===== src/rtl/wave_sequencer.sv =====
`default_nettype none
// ============================================================================
// Module   : wave_sequencer
// Purpose  : Plays a loaded pattern word LSB-first as a single-bit waveform.
//            Each bit lasts (div+1) cycles, and the pattern is played
//            (last+1) bits long for 'repeat' passes (0 = until stopped).
// Ports    : clock          - rising-edge clock
//            reset          - synchronous, active-low reset
//            io_cfg_valid   - configuration offered
//            io_cfg_ready   - configuration can be accepted (IDLE only)
//            io_cfg_pattern - pattern bits, bit 0 played first
//            io_cfg_last    - index of the last bit played
//            io_cfg_div     - bit period minus one, in cycles
//            io_cfg_repeat  - number of passes, 0 = free-running
//            io_stop        - abort the current run (level-sampled)
//            io_wave        - registered waveform output
//            io_strobe      - pulse in the first cycle of each played bit
//            io_busy        - high while playing
//            io_done        - one-cycle pulse after a normally completed run
// Revision : 1.0 - initial release
// ============================================================================
module wave_sequencer #(
    parameter int PAT_W = 16,
    parameter int DIV_W = 8,
    parameter int REP_W = 8,
    localparam int LEN_W = $clog2(PAT_W)
) (
    input  logic             clock,
    input  logic             reset,
    input  logic             io_cfg_valid,
    output logic             io_cfg_ready,
    input  logic [PAT_W-1:0] io_cfg_pattern,
    input  logic [LEN_W-1:0] io_cfg_last,
    input  logic [DIV_W-1:0] io_cfg_div,
    input  logic [REP_W-1:0] io_cfg_repeat,
    input  logic             io_stop,
    output logic             io_wave,
    output logic             io_strobe,
    output logic             io_busy,
    output logic             io_done
);

    localparam logic [1:0] ST_IDLE = 2'd0;
    localparam logic [1:0] ST_RUN  = 2'd1;
    localparam logic [1:0] ST_DONE = 2'd2;

    logic [1:0]       r_state;
    logic [PAT_W-1:0] r_pattern;
    logic [LEN_W-1:0] r_last;
    logic [DIV_W-1:0] r_div;
    logic [REP_W-1:0] r_repeat;
    logic [LEN_W-1:0] r_index;
    logic [DIV_W-1:0] r_divcnt;
    logic [REP_W-1:0] r_pass;
    logic             r_wave;
    logic             r_strobe;
    logic             r_busy;
    logic             r_done;
    logic             r_ready;

    logic [LEN_W-1:0] w_index_next;
    logic [REP_W-1:0] w_pass_next;
    logic             w_bit_end;
    logic             w_pass_end;
    logic             w_run_end;

    always_comb begin
        w_index_next = r_index + 1'b1;
        w_pass_next  = r_pass + 1'b1;
        w_bit_end    = (r_divcnt == r_div);
        w_pass_end   = w_bit_end && (r_index == r_last);
        // A run with repeat == 0 never ends by itself; the pass counter
        // simply wraps.
        w_run_end    = w_pass_end && (r_repeat != '0) && (w_pass_next == r_repeat);
    end

    always_ff @(posedge clock) begin
        if (!reset) begin
            r_state   <= ST_IDLE;
            r_pattern <= '0;
            r_last    <= '0;
            r_div     <= '0;
            r_repeat  <= '0;
            r_index   <= '0;
            r_divcnt  <= '0;
            r_pass    <= '0;
            r_wave    <= 1'b0;
            r_strobe  <= 1'b0;
            r_busy    <= 1'b0;
            r_done    <= 1'b0;
            r_ready   <= 1'b1;
        end else begin
            case (r_state)
                ST_IDLE: begin
                    r_wave   <= 1'b0;
                    r_strobe <= 1'b0;
                    r_busy   <= 1'b0;
                    r_done   <= 1'b0;
                    r_ready  <= 1'b1;
                    if (io_cfg_valid && r_ready) begin
                        r_pattern <= io_cfg_pattern;
                        r_last    <= io_cfg_last;
                        r_div     <= io_cfg_div;
                        r_repeat  <= io_cfg_repeat;
                        r_index   <= '0;
                        r_divcnt  <= '0;
                        r_pass    <= '0;
                        r_state   <= ST_RUN;
                        // Outputs are registered, so bit 0 is presented in
                        // the cycle right after the handshake.
                        r_wave    <= io_cfg_pattern[0];
                        r_strobe  <= 1'b1;
                        r_busy    <= 1'b1;
                        r_ready   <= 1'b0;
                    end
                end

                ST_RUN: begin
                    if (io_stop) begin
                        // Stop takes priority even over a final-bit boundary.
                        r_state  <= ST_IDLE;
                        r_wave   <= 1'b0;
                        r_strobe <= 1'b0;
                        r_busy   <= 1'b0;
                        r_ready  <= 1'b1;
                    end else if (w_run_end) begin
                        r_state  <= ST_DONE;
                        r_pass   <= w_pass_next;
                        r_divcnt <= '0;
                        r_index  <= '0;
                        r_wave   <= 1'b0;
                        r_strobe <= 1'b0;
                        r_busy   <= 1'b0;
                        r_done   <= 1'b1;
                    end else if (w_pass_end) begin
                        r_pass   <= w_pass_next;
                        r_divcnt <= '0;
                        r_index  <= '0;
                        r_wave   <= r_pattern[0];
                        r_strobe <= 1'b1;
                    end else if (w_bit_end) begin
                        r_divcnt <= '0;
                        r_index  <= w_index_next;
                        r_wave   <= r_pattern[w_index_next];
                        r_strobe <= 1'b1;
                    end else begin
                        r_divcnt <= r_divcnt + 1'b1;
                        r_wave   <= r_pattern[r_index];
                        r_strobe <= 1'b0;
                    end
                end

                ST_DONE: begin
                    r_state <= ST_IDLE;
                    r_done  <= 1'b0;
                    r_ready <= 1'b1;
                end

                default: begin
                    r_state  <= ST_IDLE;
                    r_wave   <= 1'b0;
                    r_strobe <= 1'b0;
                    r_busy   <= 1'b0;
                    r_done   <= 1'b0;
                    r_ready  <= 1'b1;
                end
            endcase
        end
    end

    assign io_cfg_ready = r_ready;
    assign io_wave      = r_wave;
    assign io_strobe    = r_strobe;
    assign io_busy      = r_busy;
    assign io_done      = r_done;

endmodule
`default_nettype wire


===== config.mk =====
export PLATFORM = sky130hd
export DESIGN_NAME = wave_sequencer
export DESIGN_NICKNAME = d
export VERILOG_FILES = /design/src/rtl/wave_sequencer.sv
export SDC_FILE = /design/constraint.sdc
export NUM_CORES = 1
export LEC_CHECK = 0
export BUFFER_PORTS_ARGS = -buffer_cell sky130_fd_sc_hd__buf_2
export CAP_MARGIN = 20
export CORE_MARGIN = 2
export CORE_UTILIZATION = 40
export CTS_BUF_LIST = sky130_fd_sc_hd__clkbuf_8 sky130_fd_sc_hd__clkbuf_16
export DETAILED_ROUTE_END_ITERATION = 16
export MAX_ROUTING_LAYER = met4
export PLACE_DENSITY = 0.64
export SYNTH_ARGS = -nofsm -noshare
export SYNTH_HDL_FRONTEND = slang
export SYNTH_SLANG_ARGS = --single-unit

===== constraint.sdc =====
create_clock -name clock -period 2.13 [get_ports clock]
set_input_delay 0.426 -clock clock [delete_from_list [all_inputs] [get_ports clock]]
set_output_delay 0.426 -clock clock [all_outputs]
set_load 0.05 [all_outputs]

# Yosys cells after proc, flatten, opt, wreduce, memory -nomap -nowiden

Cells that the tools add are included.

Reduce and logical (&&, ||, !) cells: 15
Add/subtract/negate cells: 3
Bitwise logic cells: 2
Mux-type cells: 42
Equal/unequal tests: 11
Magnitude comparators: 2

Operators by type and width:

| cell                  | count |
|---|---|
| $mux W8               | 8 |
| $pmux W8 S2           | 2 |
| $mux W4               | 5 |
| $add A8 B1 Y8 const B | 2 |
| $eq A8 B8 Y1          | 2 |
| $mux W1               | 16 |
| $lt A4 B5 Y1 const B  | 2 |
| $reduce_and A2 Y1     | 5 |
| $pmux W1 S3           | 3 |
| $bmux W1 S4           | 2 |
| $pmux W4 S2           | 1 |
| $reduce_and A4 Y1     | 2 |
| $reduce_bool A8 Y1    | 1 |
| $mux W2               | 3 |
| $ne A2 B2 Y1 const B  | 3 |
| $ne A3 B3 Y1 const B  | 2 |
| $add A4 B1 Y4 const B | 1 |
| $eq A4 B4 Y1          | 1 |
| $logic_and A1 B1 Y1   | 4 |
| $ne A4 B4 Y1 const B  | 1 |
| $pmux W2 S2           | 1 |
| $reduce_and A3 Y1     | 1 |
| $eq A2 B1 Y1 const B  | 1 |
| $eq A2 B2 Y1 const B  | 1 |
| 4 further kinds       | 5 |

Logic and storage cells: 88
Register bits after elaboration: 63
Output and inout bits: 5

# Longest topological paths before layout

Gate-level depths: netlist of the first run.

Depth after elaboration: 8
Mapped depth: 8
Gate-level depth less buffers: 7

# Worst setup path after synthesis of the first run

No wires, ideal clock.

Path type: reg2reg
Start point: register r_index[1]
End point: register r_wave, in the netlist io_wave
Setup slack: -0.061 ns
Data required time: 2.014 ns
Stages on the path, launching flop included: 7
Buffers on the path: 0
Data arrival time: 2.076 ns
Setup time: 0.116 ns
Path through: dfxtp_1 ha_1 mux4_2 mux4_2 mux2i_1 o21ai_0 a31o_1

Word-level cells in the longest chain between the ends: 8
Elaborated cells between the ends (all ways): 14
Those cells by class: 1 x add/sub; 1 x eq/ne; 9 x mux; 3 x reduce/logical

RTL lines:

| element                       | line | RTL |
|---|---|---|
| start: declaration            | 52   | `logic [LEN_W-1:0] r_index;` |
| start signal: assignment      | 143  | `r_index <= w_index_next;` |
| $add A4 B1 Y4                 | 68   | `w_index_next = r_index + 1'b1;` |
| $bmux W1 S4                   | 144  | `r_wave <= r_pattern[w_index_next];` |
| $mux W1 (implied by the code) | 144  |  |
| $mux W1                       | 141  | `end else if (w_bit_end) begin` |
| $mux W1                       | 135  | `end else if (w_pass_end) begin` |
| $mux W1 *                     | 126  | `end else if (w_run_end) begin` |
| $mux W1 *                     | 119  | `if (io_stop) begin` |
| $pmux W1 S3 *                 | 93   | `case (r_state)` |
| end signal: assignment        | 139  | `r_wave <= r_pattern[0];` |
| end signal: assignment        | 144  |  |
| end signal: assignment        | 148  | `r_wave <= r_pattern[r_index];` |
| end: declaration              | 55   | `logic r_wave;` |

Every way passes the cells marked *; elsewhere a longest branch is shown, timed or not. The select of a mux whose other input is x is not followed.
A chain may end at the register's enable or synchronous reset.

# Worst setup path in the final report of the first run

Start point: register r_index[0]
End point: register r_wave, in the netlist io_wave

The elaborated chain is that of the path after synthesis.

==> results of run 1 <==
-- timing repair --
item                       in CTS  in global routing
pin swaps                       3                  6
cloned                          0                  1
setup endpoints to repair       1                  9
buffers inserted                0                  2
gates resized for setup         2                  6
-- Yosys cell counts (3+ instances only) --
| master | instances |
|---|---|
| xor2_1 | 15 |
| and3_1 | 6 |
| or3_1 | 4 |
| buf_2 | 4 |
| or4_1 | 6 |
| nor3b_1 | 7 |
| a21o_1 | 3 |
| mux4_1 | 4 |
| nor3_1 | 3 |
| nand3_1 | 8 |
| a21oi_1 | 6 |
| inv_1 | 3 |
| a21boi_0 | 40 |
| nor2_1 | 10 |
| o21ai_0 | 18 |
| nand2_1 | 88 |
| and2_1 | 5 |
| a31oi_1 | 4 |
| nor2b_1 | 9 |
| xnor2_1 | 5 |
| dfxtp_1 | 63 |
| a21boi_1 | 7 |
| clkbuf_1 | 20 |
| mux4_2 | 6 |
| ha_1 | 3 |
-- power by group through the flow --
stage          logic (uW)  registers (uW)  clock network, uW
5_1_grt               522            1290               1120
6_report              470            1280               1040
3_5_place_dp          451            1310                  0
4_1_cts               454            1280               1070
3_3_place_gp          443            1310                  0
2_1_floorplan         287            1310                  0
-- flip-flops by register name, indices dropped and copies added, names as in the netlist --
register and flops:
r_pattern 16, r_div 8, r_divcnt 8, r_pass 8, r_repeat 8, r_index 4, r_last 4, r_state 2
io_busy 1, io_cfg_ready 1, io_done 1, io_strobe 1, io_wave 1
-- cells in the final DEF, fill, tap and decap left out, types with 5 or more instances in the layout --
cell,count
a21boi_0,40
a21boi_1,7
a21oi_1,6
and2_1,5
and3_1,5
buf_2,44
buf_4,33
clkbuf_8,10
dfxtp_1,61
mux4_2,6
nand2_1,88
nand3_1,8
nor2_1,9
nor2b_1,9
nor3b_1,7
o21ai_0,17
or4_1,6
xnor2_1,5
xor2_1,15
-- routing by layer --
metal	GRT usage	share of wire
met5	-	0
met4	0.0548	0.016
met3	0.0493	0.043
met2	0.300	0.47
met1	0.232	0.47
-- logic make-up (layout without fill, tap and decap cells) --
kind of cell               Yosys count  after routing
xor gates and xnor gates            22             22
adders and majority gates            3              3
and+or+nand+nor                    161            161
DFF                                 63             63
AOI/OAI and AO/OA                   91             92
buffers and inverters               30             97
muxes                               12             12
-- worst min-delay path by stage --
stage | end | startpoint | slack, ps | cells past startpoint
floorplan | r_pattern[4] | r_pattern[4] | 450 | 2
global placement | r_div[1] | r_div[1] | 470 | 2
detailed placement | r_pattern[7] | r_pattern[7] | 470 | 2
CTS | r_pattern[10] | io_cfg_pattern[10] | 310 | 3
global route | r_pattern[2] | io_cfg_pattern[2] | 310 | 3
finish | r_div[2] | io_cfg_div[2] | 320 | 3
-- stage by stage --
step,util,power [uW]
final,0.504,2790
after global routing,0.504,2930
after CTS,0.499,2800
after detailed placement,0.475,1760
after global placement,0.475,1750
after floorplan,-,1590
-- area by class of cell --
cell class / count / area (sq um)
Fill cell: 818 / 4060
Multi-Input combinational cell: 290 / 2020
Sequential cell: 63 / 1270
Timing Repair Buffer: 78 / 488
Clock buffer: 10 / 138
Tap cell: 105 / 131
Clock inverter: 6 / 61.3
Inverter: 3 / 11.3
-- worst max-delay path: stages (launching register included) --
cell	delay, ps
dfxtp_4	360
ha_4	300
mux4_2	500
mux4_2	460
mux2i_1	130
o21ai_1	80
a31o_1	170
==> results.sh, run 1 <==
export IMPL_rsz0062_at_grt="yes"
export IMPL_p_switching_uw=773
export IMPL_p_per_area_mw_per_mm2=678
export IMPL_worst_hold_slack_ps=316
export IMPL_cp_max_fo=4
export IMPL_slew_violations=0
export IMPL_areaGrowthSynthToFinish_pct=22.2
export IMPL_synth_area_mux_share=0.0772
export IMPL_critPathCaptureType="flop"
export IMPL_ant_nets=0
export IMPL_intPower_uw=2020
export IMPL_p_clk_frac=0.373
export IMPL_antenna_found_initial=0
export IMPL_drt_wl_total_mm=7.75
export IMPL_start_util=0.412
export IMPL_hold_viol=0
export IMPL_drtIter0Drc=107
export IMPL_vias=2876
export IMPL_clkLatencyLatePin_ps=350
export IMPL_wire_per_inst_um=14.0
export IMPL_cts_root_buf="clkbuf_8"
export IMPL_synth_compound_area_frac=0.189
export IMPL_cts_tree="done"
export IMPL_setup_violations=0
export IMPL_critPathArrivalTime_ps=2350
export IMPL_synth_largest_area_cell="dfxtp_1"
export IMPL_post_place_ws_ps=-29.2
export IMPL_grt_overflow=0
export IMPL_period_share=0.988
export IMPL_cts_buffers=9
export IMPL_syn_cell_area_sq_mm=0.00337
export IMPL_synth_cell_types=51
export IMPL_die_h_um=95.8
export IMPL_die_x_um=95.8
export IMPL_grt_max_degree=40
export IMPL_reg2regPathDepth=6
export IMPL_ys_flop_type="dfxtp_1"
export IMPL_ir_worst_vdd_v=0.000536
export IMPL_path_class="flop to flop"
export IMPL_syn_num_nets=425
export IMPL_port_buffer_count=44
export IMPL_slew_headroom=0.602
export IMPL_routabilityCongestion=0.834
export IMPL_die_area_sq_mm=0.00918
export IMPL_critPathRequiredTime_ps=2370
export IMPL_fin_cells=555
export IMPL_worstSetupEndpoint="io_wave"
export IMPL_timing_fmax_mhz=475
export IMPL_critPathLaunch="r_index[0]"
export IMPL_min_period_ps=2110
export IMPL_grt_use_total=0.187
export IMPL_grt_pass1_vias=2693
export IMPL_core_sq_mm=0.00818
export IMPL_layout_setup_ws_ps=24.8
export IMPL_synthTopCellsByArea="dfxtp_1, nand2_1, a21boi_0"
export IMPL_io_pins=45
export IMPL_worst_pin_slew_ps=595
export IMPL_seqPwrFrac=0.459
export IMPL_synth_cells=382
export IMPL_synth_adder_area_share=0.0111
export IMPL_ys_seq_elements=63
export IMPL_drv_cap=0
export IMPL_synth_edff_count=0
export IMPL_ys_async_sr_fraction=0
export IMPL_synth_area_per_cell_sq_um=8.82
export IMPL_worstSetupStartpointType="flop"
export IMPL_min_path_type="primary input to flop"
export IMPL_swShare=0.277
export IMPL_dp_cells=536
export IMPL_final_net_count=488
export IMPL_ys_seq_area_frac=0.374
export IMPL_dp_hpwl_mm=5.44
export IMPL_yosys_area_share_simple=0.245
export IMPL_final_area_sq_mm=0.00412
export IMPL_post_dp_cell_area_sq_mm=0.00388
export IMPL_first_pass_iters=4
export IMPL_synth_top_family_by_area="simple AND/OR/NAND/NOR gates"
export IMPL_drive_gt1_frac=0.258
export IMPL_synth_xor_area_share=0.0638
export IMPL_combPwrFrac=0.168
export IMPL_skew_ps=6.87
export IMPL_drcViolationCount=0
export IMPL_r2r_start="r_index[0]"
export IMPL_rows=33
export IMPL_grt_first_pass_wirelength_mm=13.0
export IMPL_cts_sinks=63
export IMPL_status="completed"
export IMPL_diodes=0
export IMPL_viasPerCell=5.18
export IMPL_yosys_warnings=0
export IMPL_r2r_slack_ps=20
export IMPL_reg2reg_to="io_wave"
export IMPL_cts_max_path_buffers=2
export IMPL_cts_hold_buf=0
export IMPL_leakage_uw=0.00168
export IMPL_synth_top_area_frac=0.374
export IMPL_tns_ps=0
export IMPL_clk_pin_slew_worst_paths_ps=70
export IMPL_cts_htree_levels=3
No activity file was read; power rests on OpenSTA's default activity.
==> run 2: changes to the inputs <==
Settings changed: CORE_UTILIZATION 40 to 50, PLACE_DENSITY 0.64 to 0.73, RECOVER_POWER from default to 100.
==> results.sh, run 2 (synthesis results as in run 1) <==
export IMPL_worstPathCellList="ha_4 > mux4_2 > mux4_2 > mux2i_1 > o21ai_1 > a31o_1"
export IMPL_dp_hpwl_mm=5.53
export IMPL_grt_max_degree=40
export IMPL_cts_sinks=63
export IMPL_final_common_cell="nand2_1"
export IMPL_drtIter0Drc=101
export IMPL_worstSetupStartpointType="flop"
export IMPL_cts_root_buf="clkbuf_8"
export IMPL_slew_headroom=0.467
export IMPL_cts_buffers=9
export IMPL_routabilityCongestion=0.912
export IMPL_core_sq_mm=0.00642
export IMPL_crit_slowest_cell="mux4_2"
export IMPL_die_area_sq_mm=0.00741
export IMPL_dp_cells=501
export IMPL_wire_per_inst_um=14.9
export IMPL_io_pins=45
export IMPL_timing_fmax_mhz=477
export IMPL_port_buffer_count=44
export IMPL_hold_viol=0
export IMPL_viasPerCell=5.61
export IMPL_areaGrowthSynthToFinish_pct=19.5
export IMPL_top_register="r_pattern"
export IMPL_drive_gt1_frac=0.236
export IMPL_rsz0062_at_grt="yes"
export IMPL_setup_violations=0
export IMPL_layout_setup_ws_ps=31.5
export IMPL_cp_max_fo=4
export IMPL_worst_pin_slew_ps=800
export IMPL_start_util=0.525
export IMPL_status="completed"
export IMPL_first_pass_iters=4
export IMPL_period_share=0.985
export IMPL_critPathCaptureType="flop"
export IMPL_skew_ps=6.87
export IMPL_p_per_area_mw_per_mm2=723
export IMPL_drt_wl_total_mm=7.72
export IMPL_ir_worst_vdd_v=0.000404
export IMPL_largest_register_ff_count=16
export IMPL_critPathRequiredTime_ps=2370
export IMPL_vias=2907
export IMPL_grt_pass1_vias=2833
export IMPL_clk_pin_slew_worst_paths_ps=70
export IMPL_cts_htree_levels=3
export IMPL_cts_hold_buf=0
export IMPL_slew_violations=0
export IMPL_grt_use_total=0.232
export IMPL_cts_max_path_buffers=2
export IMPL_antenna_found_initial=0
export IMPL_final_core_util=0.627
export IMPL_cts_tree="done"
export IMPL_die_x_um=86.1
export IMPL_post_place_ws_ps=-39.8
export IMPL_drv_cap=0
export IMPL_clkLatencyLatePin_ps=350
export IMPL_die_h_um=86.1
export IMPL_rows=29
export IMPL_grt_first_pass_wirelength_mm=13.0
export IMPL_nFillCells=584
export IMPL_path_class="flop to flop"
export IMPL_final_net_count=479
export IMPL_diodes=0
export IMPL_min_path_type="primary input to flop"
export IMPL_min_period_ps=2100
export IMPL_critPathMaxStageDelay_ps=500
export IMPL_fin_cells=518
export IMPL_cp_common_cell="mux4_2"
export IMPL_grt_overflow=0
export IMPL_leakage_uw=0.00164
export IMPL_critPathArrivalTime_ps=2340
export IMPL_ant_nets=0
export IMPL_layout_common_cells="nand2_1, dfxtp_1, a21boi_0, buf_2, buf_4"
export IMPL_drcViolationCount=0
-- run 2: path summary, 6_finish.rpt --
kind / from / endpoint / slack (ps) / depth (start not counted)
setup / recovery: r_index[0] / io_wave / 30 / 6
hold / removal: io_cfg_div[4] / r_div[4] / 320 / 3
setup reg to reg: r_index[0] / io_wave / 30 / 6
hold reg to reg: r_pattern[13] / r_pattern[13] / 480 / 2
-- run 2: final cells by class --
type	count	area [sq um]	area share
inverters	3	11.3	0.00280
clock inverters	5	72.6	0.0180
clock buffers	11	151	0.0376
flip-flops and latches	63	1270	0.315
repair buffers	70	408	0.101
multi-input cells	289	2020	0.501
well taps	77	96.3	0.0239
-- run 2: worst max-delay path, delay by kind of cell (launching register included) --
kind                     cells  cell delay [ps]
multiplexers                 3             1100
flip-flops                   1              340
adder cells (fa/ha/maj)      1              300
AO/OA/AOI/OAI                2              260
-- run 2: stage by stage --
step	hold slack, ps	setup TNS (ps)	area (sq um)	power (uW)
after floorplan	449	0	3390	1590
after global placement	464	0	3780	1730
after detailed placement	476	-105	3780	1750
after CTS	311	0	4030	2930
after global routing	317	-143	4030	3040
final	318	0	4030	2910
-- run 2: what timing repair did --
item / in CTS / in global routing
buffers inserted: 1 / 0
pin swaps: 1 / 4
gates resized for setup: 5 / 9
endpoints found under the setup margin: 6 / 12
-- run 2: per-layer routing --
metal | global-route usage | routed length (um) | part of all wire | vias to the layer above
li1 | - | - | - | 1456
met1 | 0.268 | 3440 | 0.45 | 1358
met2 | 0.387 | 3710 | 0.48 | 79
met3 | 0.0539 | 399 | 0.052 | 14
met4 | 0.0938 | 172 | 0.022 | 0
met5 | - | 0 | 0 | -
-- run 2: report_power, final --
group | switching, uW | leakage [uW] | total [uW] | internal (uW)
Clock | 471 | 0.000122 | 1180 | 713
Sequential | 49.0 | 0.000517 | 1280 | 1230
Combinational | 244 | 0.00100 | 443 | 199
